<file path="src/rtl/vga_fb_scanout.sv">
// VGA scan-out reader for the 160x120x8bpp pixel buffer, 640x480@60 timing from the system clock.
// Stage 0 issues the buffer read from the raster counters, stage 1 drives the VGA pins one pixel later.
module vga_fb_scanout #(
   parameter int PIX_DIV    = 2,
   parameter int H_VIS      = 640,
   parameter int H_FP       = 16,
   parameter int H_SYNC     = 96,
   parameter int H_BP       = 48,
   parameter int V_VIS      = 480,
   parameter int V_FP       = 10,
   parameter int V_SYNC     = 2,
   parameter int V_BP       = 33,
   parameter int SCALE_LOG2 = 2,
   parameter bit SYNC_POL   = 1'b0
) (
   input  logic       clk,
   input  logic       rst,
   input  logic       scan_en,
   output logic [7:0] fb_rd_x,
   output logic [6:0] fb_rd_y,
   output logic       fb_rd_en,
   input  logic [7:0] fb_rd_data,
   output logic       vga_hs,
   output logic       vga_vs,
   output logic       vga_blank_n,
   output logic [7:0] vga_rgb,
   output logic       frame_start
);

   localparam int H_TOT = H_VIS + H_FP + H_SYNC + H_BP;
   localparam int V_TOT = V_VIS + V_FP + V_SYNC + V_BP;
   localparam int DIV_W = (PIX_DIV > 1) ? $clog2(PIX_DIV) : 1;

   localparam logic [9:0] H_VIS_C = 10'(H_VIS);
   localparam logic [9:0] V_VIS_C = 10'(V_VIS);
   localparam logic [9:0] H_LAST  = 10'(H_TOT - 1);
   localparam logic [9:0] V_LAST  = 10'(V_TOT - 1);
   localparam logic [9:0] H_SS    = 10'(H_VIS + H_FP);
   localparam logic [9:0] H_SE    = 10'(H_VIS + H_FP + H_SYNC);
   localparam logic [9:0] V_SS    = 10'(V_VIS + V_FP);
   localparam logic [9:0] V_SE    = 10'(V_VIS + V_FP + V_SYNC);

   typedef enum logic [1:0] {S_IDLE, S_RUN, S_DRAIN} state_t;

   state_t           r_state, w_state_nxt;
   logic [DIV_W-1:0] r_div;
   logic [9:0]       r_h, r_v, r_h_d, r_v_d;
   logic             r_s0_vld, r_rd_en, r_rd_en_q, r_fs;
   logic [7:0]       r_rd_x, r_hold, r_rgb;
   logic [6:0]       r_rd_y;
   logic             r_hs, r_vs, r_blank_n;

   logic             w_pix_en, w_run, w_adv, w_issue, w_frm0;
   logic             w_h_last, w_v_last, w_vis1, w_hs_act, w_vs_act;
   logic [7:0]       w_pix_data;

   assign w_pix_en = (r_div == '0);
   assign w_h_last = (r_h == H_LAST);
   assign w_v_last = (r_v == V_LAST);

   always_ff @(posedge clk or negedge rst) begin
      if (!rst)                              r_div <= '0;
      else if (r_div == DIV_W'(PIX_DIV - 1)) r_div <= '0;
      else                                   r_div <= r_div + DIV_W'(1);
   end

   always_ff @(posedge clk or negedge rst) begin
      if (!rst) r_state <= S_IDLE;
      else      r_state <= w_state_nxt;
   end

   // scan_en only matters at the last pixel of a frame, so a frame is never cut short
   always_comb begin
      w_state_nxt = r_state;
      case (r_state)
         S_IDLE:  if (w_pix_en && scan_en) w_state_nxt = S_RUN;
         S_RUN:   if (w_pix_en && w_h_last && w_v_last && !scan_en) w_state_nxt = S_DRAIN;
         S_DRAIN: if (w_pix_en) w_state_nxt = S_IDLE;
         default: w_state_nxt = S_IDLE;
      endcase
   end

   always_comb begin
      w_run      = (r_state == S_RUN);
      w_adv      = w_pix_en && w_run;
      w_issue    = w_adv && (r_h < H_VIS_C) && (r_v < V_VIS_C);
      w_frm0     = w_adv && (r_h == '0) && (r_v == '0);
      w_vis1     = r_s0_vld && (r_h_d < H_VIS_C) && (r_v_d < V_VIS_C);
      w_hs_act   = r_s0_vld && (r_h_d >= H_SS) && (r_h_d < H_SE);
      w_vs_act   = r_s0_vld && (r_v_d >= V_SS) && (r_v_d < V_SE);
      w_pix_data = r_rd_en_q ? fb_rd_data : r_hold;
   end

   always_ff @(posedge clk or negedge rst) begin
      if (!rst) begin
         r_h <= '0;
         r_v <= '0;
      end else if (!w_run) begin
         r_h <= '0;
         r_v <= '0;
      end else if (w_pix_en) begin
         if (w_h_last) begin
            r_h <= '0;
            r_v <= w_v_last ? 10'd0 : r_v + 10'd1;
         end else begin
            r_h <= r_h + 10'd1;
         end
      end
   end

   // stage 0: read strobe and frame marker are single-clk pulses at the issuing pix_en
   always_ff @(posedge clk or negedge rst) begin
      if (!rst) begin
         r_rd_en   <= 1'b0;
         r_rd_en_q <= 1'b0;
         r_fs      <= 1'b0;
         r_rd_x    <= '0;
         r_rd_y    <= '0;
         r_hold    <= '0;
         r_s0_vld  <= 1'b0;
         r_h_d     <= '0;
         r_v_d     <= '0;
      end else begin
         r_rd_en   <= w_issue;
         r_rd_en_q <= r_rd_en;
         r_fs      <= w_frm0;
         if (w_issue) begin
            r_rd_x <= 8'(r_h >> SCALE_LOG2);
            r_rd_y <= 7'(r_v >> SCALE_LOG2);
         end
         if (r_rd_en_q) r_hold <= fb_rd_data;
         if (w_pix_en) begin
            r_s0_vld <= w_run;
            r_h_d    <= r_h;
            r_v_d    <= r_v;
         end
      end
   end

   // stage 1: sync, blank and colour all come from the same delayed position
   always_ff @(posedge clk or negedge rst) begin
      if (!rst) begin
         r_hs      <= !SYNC_POL;
         r_vs      <= !SYNC_POL;
         r_blank_n <= 1'b0;
         r_rgb     <= '0;
      end else if (w_pix_en) begin
         r_hs      <= w_hs_act ? SYNC_POL : !SYNC_POL;
         r_vs      <= w_vs_act ? SYNC_POL : !SYNC_POL;
         r_blank_n <= w_vis1;
         r_rgb     <= w_vis1 ? w_pix_data : 8'h00;
      end
   end

   assign fb_rd_x     = r_rd_x;
   assign fb_rd_y     = r_rd_y;
   assign fb_rd_en    = r_rd_en;
   assign vga_hs      = r_hs;
   assign vga_vs      = r_vs;
   assign vga_blank_n = r_blank_n;
   assign vga_rgb     = r_rgb;
   assign frame_start = r_fs;

endmodule

</file>
<file path="config.mk">
export PLATFORM = sky130hd
export DESIGN_NAME = vga_fb_scanout
export DESIGN_NICKNAME = d
export VERILOG_FILES = /design/src/rtl/vga_fb_scanout.sv
export SDC_FILE = /design/constraint.sdc
export NUM_CORES = 1
export LEC_CHECK = 0
export ABC_AREA = 1
export CAP_MARGIN = 30
export CORE_MARGIN = 1.5
export CORE_UTILIZATION = 55
export DETAILED_ROUTE_END_ITERATION = 8
export MAX_ROUTING_LAYER = met4
export PLACE_DENSITY = 0.78
export RECOVER_POWER = 100
export SYNTH_ARGS = -nofsm -noshare
export SYNTH_HDL_FRONTEND = slang
export SYNTH_SLANG_ARGS = --single-unit
export TNS_END_PERCENT = 50
</file>
<file path="constraint.sdc">
create_clock -name clk -period 1.7 [get_ports clk]
set_input_delay 0.255 -clock clk [delete_from_list [all_inputs] [get_ports clk]]
set_output_delay 0.255 -clock clk [all_outputs]
set_load 0.05 [all_outputs]
</file>
==> results of run 1 <==
## critical path: stages (launching register included)
cell     delay [ps]
dfrtp_1         390
ha_1            200
nand2_1          90
nor2_4          160
nand3_4         140
nand2_4          90
nand2_4         120
o21ai_0         250
## cells in the mapped netlist, types with 2 or more instances
| cell type | number |
|---|---|
| o21ai_0 | 42 |
| buf_2 | 6 |
| nand2_4 | 2 |
| nor2_1 | 37 |
| xor2_1 | 5 |
| a41oi_1 | 2 |
| dfstp_2 | 2 |
| o21ai_1 | 10 |
| a21oi_1 | 3 |
| nor2_4 | 2 |
| nand2_1 | 125 |
| ha_1 | 4 |
| buf_4 | 2 |
| nor4_1 | 2 |
| nand4_1 | 7 |
| nand3_1 | 25 |
| dfrtp_1 | 74 |
| clkbuf_1 | 5 |
| inv_1 | 45 |
| nor3_1 | 2 |
| inv_2 | 3 |
## stage by stage
step                      total power [uW]  hold WS (ps)
after global placement                2979         178.6
after CTS                             4696         348.1
after global routing                  4805         406.7
final                                 4607         394.6
after detailed placement              3002         181.7
after floorplan                       2703        -40.59
## registers in the layout (all words and copies together) (netlist names), 2 cells and up
| register | cells |
|---|---|
| r_v | 10 |
| r_hold | 8 |
| r_h | 10 |
| r_h_d | 6 |
| fb_rd_x | 8 |
| r_state | 2 |
| fb_rd_y | 7 |
| vga_rgb | 8 |
| r_v_d | 9 |
## report_power, final
group,total [uW],internal [uW],switching (uW)
registers,2150,1990,165
logic,756,190,566
clock network,1700,985,715
## per-layer routing
layer | track usage | vias up
li1 | - | 1384
met4 | 0.09153 | 0
met3 | 0.04286 | 12
met2 | 0.3398 | 83
met1 | 0.3230 | 1320
met5 | - | -
## worst min path at each step
stage / endpoint / slack, ps / cells past startpoint / start
floorplan: fb_rd_en$_DFF_PN0_ / -40 / 0 / rst
global placement: r_h_d[4]$_DFFE_PN0N_ / 180 / 1 / rst
global route: r_rd_en_q$_DFF_PN0_ / 410 / 0 / fb_rd_en$_DFF_PN0_
detailed placement: r_h_d[4]$_DFFE_PN0N_ / 180 / 1 / rst
CTS: fb_rd_x[6]$_DFFE_PN0P_ / 350 / 2 / rst
finish: r_rd_en_q$_DFF_PN0_ / 390 / 0 / fb_rd_en$_DFF_PN0_
## what timing repair did
item	in CTS	in global routing
hold buffers	1	0
setup endpoints to repair	0	1
endpoints found under the hold margin	24	0
buffers inserted	0	0
## layout make-up
cell class	instances	area, sq um	area share
repair buffers	45	254.0	0.06392
well taps	75	93.84	0.02361
clock inverters	7	122.6	0.03086
inverters	48	180.2	0.04534
multi-input cells	274	1295	0.3259
flip-flops and latches	76	1904	0.4792
clock buffers	9	123.9	0.03117
## cells by family after synthesis
kind of cell | synth area share
AOI/OAI and AO/OA | 0.09019
xor gates and xnor gates | 0.01268
adders and majority gates | 0.01449
buffers and inverters | 0.07388
DFF | 0.5513
and+or+nand+nor | 0.2575
==> results.yml, run 1 <==
finish:
  nNetsFinal: 469
  post-route-util: 0.6633
  drive_gt1_frac: 0.07625
  final_common_cell: "nand2_1"
  area_growth_pct: 15.03
  antenna_cells: 0
  final_cell_mix: "nand2_1, dfrtp_1, o21ai_0"
  nFillCells: 499
  stdcell_count: 534
  design_area_sq_um: 3974
sta:
  rsz0062_at_grt: "no"
  maxSlewHeadroom: 0.5855
  slew_viol_final: 0
  skew_ps: 11.04
  tns_ps: 0
  fin_ws_ps: 146.6
  setup_viol: 0
  post-route-period-util: 0.9137
  hold_viol_final: 0
  fmax_mhz: 643.8
  fin_crit_ps: 1553
  tightest_slew_ps: 621.7
route:
  drt_iter0_markers: 206
  vias: 2799
  routedWlPerCell_microns: 13.63
  viasPerCell: 5.242
  top_layer: "met4"
  met3WireLength_microns: 396
  ant_nets: 0
  drtPass1Iterations: 6
  wl_microns: 7276
  drc: 0
  wl_met2_microns: 3286
  wl_met1_microns: 3463
synth:
  postSynthAreaPerCell_sq_um: 8.385
  netlist_area_sq_um: 3455
  synth.distinct_cells: 28
  netlist.top_cell.by_area: "dfrtp_1"
  syn_nets: 427
  synthCells: 412
  synth_area_leaders: "dfrtp_1, nand2_1, o21ai_0, inv_1, nor2_1"
  synth_seq_cells: 76
  yosysWarnings: 0
  async_flop_share: 1.000
  yosys_most_used_dff: "dfrtp_1"
  yosysSeqAreaShare: 0.5512
  synth_top_area_share: 0.5360
  synth_edf_count: 0
hold_path:
  hold_path.class: "reg2reg"
power_and_ir_drop:
  pwr_density_cell_nw_per_um2: 1159
  power.leakage_uw: 0.001949
  ir_drop_mv: 0.7985
critical_path:
  r2r-start: "r_h[0]$_DFFE_PN0P_"
  worst_setup_path_start_kind: "register"
  crit_start: "r_h[0]$_DFFE_PN0P_"
  worstRegToRegCells: 7
  required_ps: 1950
  endpoint_kind: "register"
  setup.worst_path.class: "reg2reg"
  r2r_slack_ps: 150
  reg2reg_to: "r_v[5]$_DFFE_PN0P_"
  cp_max_fo: 18
  endpoint: "r_v[5]$_DFFE_PN0P_"
  crit_arrival_ps: 1810
die:
  dieArea_sq_um: 6765
  core_sq_um: 5991
  fp-row-count: 28
  start_util: 0.5766
  die_h_microns: 82.25
  die_width_microns: 82.25
  boundaryPins: 39
placed_design:
  dp.cells: 517
  placed_cell_area_sq_um: 3839
  numPortBuffers: 38
  gp_congestion: 0.9165
  hpwl_microns: 5069
  dpl_worst_slack_ps: 193.1
global_route:
  overflow: 0
  antenna_found_initial: 0
  grt_pass1_vias: 2471
  grt_pass1_wl_microns: 11390
  grt_usage: 0.2330
  grt_max_degree: 53
clocking:
  cts.repair.resized: 0
  cts_root_buf: "clkbuf_8"
  htreeDepth: 3
  clk_pin_slew_ps: 90
  clock_sinks: 76
  cts_buffer_depth: 2
  cts_tree: "built"
  clk_latency_ps: 360
  numCtsBuffers: 9
run:
  cap_violations: 0
outcome:
  status: "finished, final reports clean"
Power figures use the tool's default switching activity.
==> run 2, diff against run 1 <==
--- a/config.mk
+++ b/config.mk
@@ -6,7 +6,6 @@
 export NUM_CORES = 1
 export LEC_CHECK = 0
 export ABC_AREA = 1
-export CAP_MARGIN = 30
 export CORE_MARGIN = 1.5
 export CORE_UTILIZATION = 55
 export DETAILED_ROUTE_END_ITERATION = 8
==> results of run 2 <==
The final DEF is identical to that of run 1; final timing and power are the same.
==> run 3, diff against run 2 <==
--- a/config.mk
+++ b/config.mk
@@ -7,8 +7,10 @@
 export LEC_CHECK = 0
 export ABC_AREA = 1
 export CORE_MARGIN = 1.5
-export CORE_UTILIZATION = 55
+export CORE_UTILIZATION = 62
 export DETAILED_ROUTE_END_ITERATION = 8
+export DONT_BUFFER_PORTS = 1
+export GPL_ROUTABILITY_DRIVEN = 0
 export MAX_ROUTING_LAYER = met4
 export PLACE_DENSITY = 0.78
 export RECOVER_POWER = 100
==> results.yml, run 3 (synthesis results as in run 1) <==
placed_design:
  hpwl_microns: 4745
  placed_cell_area_sq_um: 3527
  dp.cells: 476
  numPortBuffers: 0
power_and_ir_drop:
  p_int_uw: 2807
  switching_power_uw: 1363
  comb_power_share: 0.097
  p_seq_frac: 0.573
  power.leakage_uw: 0.001834
  ir_drop_mv: 0.7542
  pwr_density_cell_nw_per_um2: 1124
  pwr-share-clk: 0.331
  fin_total_pwr_uw: 4170
  switching_share: 0.3268
critical_path:
  max_stage_delay_ps: 560
  required_ps: 1970
  worst_setup_path_start_kind: "register"
  endpoint_kind: "register"
  r2r-start: "r_div$_DFF_PN0_"
  r2r_slack_ps: 210
  cp_max_fo: 23
  crit_arrival_ps: 1760
  reg2reg_to: "vga_vs$_DFFE_PN1N_"
  setup.worst_path.class: "reg2reg"
  critPathSlowestCell: "dfrtp_1"
  crit_chain: "clkbuf_2, nor2_1, a41oi_1"
  worstRegToRegCells: 3
finish:
  final_common_cell: "nand2_1"
  area_growth_pct: 7.389
  drive_gt1_frac: 0.07820
  antenna_cells: 0
  nNetsFinal: 432
  reg_top3: "r_h x10, r_v x10, r_v_d x9"
  stdcell_count: 492
  final_cell_mix: "nand2_1, dfrtp_1, o21ai_0"
  post-route-util: 0.7083
  design_area_sq_um: 3710
global_route:
  overflow: 0
  grt_max_degree: 77
  grt_pass1_wl_microns: 12250
  grt_usage: 0.2708
  grt_pass1_vias: 2622
  antenna_found_initial: 0
route:
  drt_iter0_markers: 232
  viasPerCell: 5.443
  drc: 0
  wl_microns: 6990
  drtPass1Iterations: 4
  ant_nets: 0
  vias: 2678
  routedWlPerCell_microns: 14.21
die:
  fp-row-count: 26
  die_h_microns: 77.65
  core_sq_um: 5238
  dieArea_sq_um: 6029
  die_width_microns: 77.65
  boundaryPins: 39
  start_util: 0.6596
clocking:
  cts_root_buf: "clkbuf_8"
  clk_pin_slew_ps: 80
  clock_sinks: 76
  cts_tree: "built"
  numCtsBuffers: 9
  cts_buffer_depth: 2
  htreeDepth: 3
  cts_setup_buffers: 0
  clk_latency_ps: 360
sta:
  post-route-period-util: 0.8757
  slew_viol_final: 0
  setup_viol: 0
  hold_viol_final: 76
  fin_crit_ps: 1489
  hold_ws_ps: -415.4
  rsz0062_at_grt: "no"
  maxSlewHeadroom: 0.6612
  skew_ps: 8.260
  fmax_mhz: 671.7
  tightest_slew_ps: 508.2
  tns_ps: 0
run:
  cap_violations: 0
outcome:
  violations: "hold timing"
  status: "complete, but fails checks"
hold_path:
  hold_path.class: "in2async"
-- run 3: routing by layer --
metal / global-route usage / share of wire / vias up
met5: - / 0 / -
met1: 0.3628 / 0.46 / 1268
li1: - / - / 1326
met3: 0.06471 / 0.056 / 10
met2: 0.4043 / 0.47 / 74
met4: 0.1000 / 0.015 / 0
-- run 3: power by group through the flow --
stage                     sequential, uW  combinational (uW)  clock (uW)
after CTS                           2390                 403        1400
after global routing                2410                 475        1480
final                               2390                 404        1380
after detailed placement            2420                 401           0
after global placement              2410                 381           0
after floorplan                     2380                 323           0
-- run 3: worst max path at each step --
stage,startpoint,endpoint,slack (ps),cells past startpoint
after floorplan,r_h[0]$_DFFE_PN0P_,r_v[3]$_DFFE_PN0P_,330,9
after global placement,r_h[0]$_DFFE_PN0P_,r_v[8]$_DFFE_PN0P_,250,7
after detailed placement,r_state[1]$_DFFE_PN0P_,r_v[4]$_DFFE_PN0P_,230,4
after CTS,r_h[0]$_DFFE_PN0P_,r_v[3]$_DFFE_PN0P_,220,7
after global routing,r_h[0]$_DFFE_PN0P_,r_v[5]$_DFFE_PN0P_,20,8
final,r_div$_DFF_PN0_,vga_vs$_DFFE_PN1N_,210,3
-- run 3: worst max-delay path, delay by kind of cell, from the launching register on --
family          cells  cell delay, ps
flops               1             560
buf+inv             1             450
compound gates      1             240
simple gates        1             150
-- run 3: area by class of cell --
cell class | instances | area (sq um)
Clock buffer | 9 | 123.9
Fill cell | 397 | 1528
Clock inverter | 7 | 75.07
Tap cell | 70 | 87.58
Sequential cell | 76 | 1904
Timing Repair Buffer | 8 | 41.29
Inverter | 48 | 180.2
Multi-Input combinational cell | 274 | 1297
-- run 3: stage by stage --
stage | hold WS (ps) | setup WS (ps)
floorplan | -40.59 | 334.8
global placement | -39.14 | 245.4
detailed placement | -39.11 | 228.7
CTS | -425.5 | 215.9
global route | -432.6 | 24.02
finish | -415.4 | 211.3
-- run 3: what timing repair did --
item,in CTS,in global routing
hold endpoints to repair,76,76
endpoints found under the setup margin,0,2
gates resized for setup,0,1
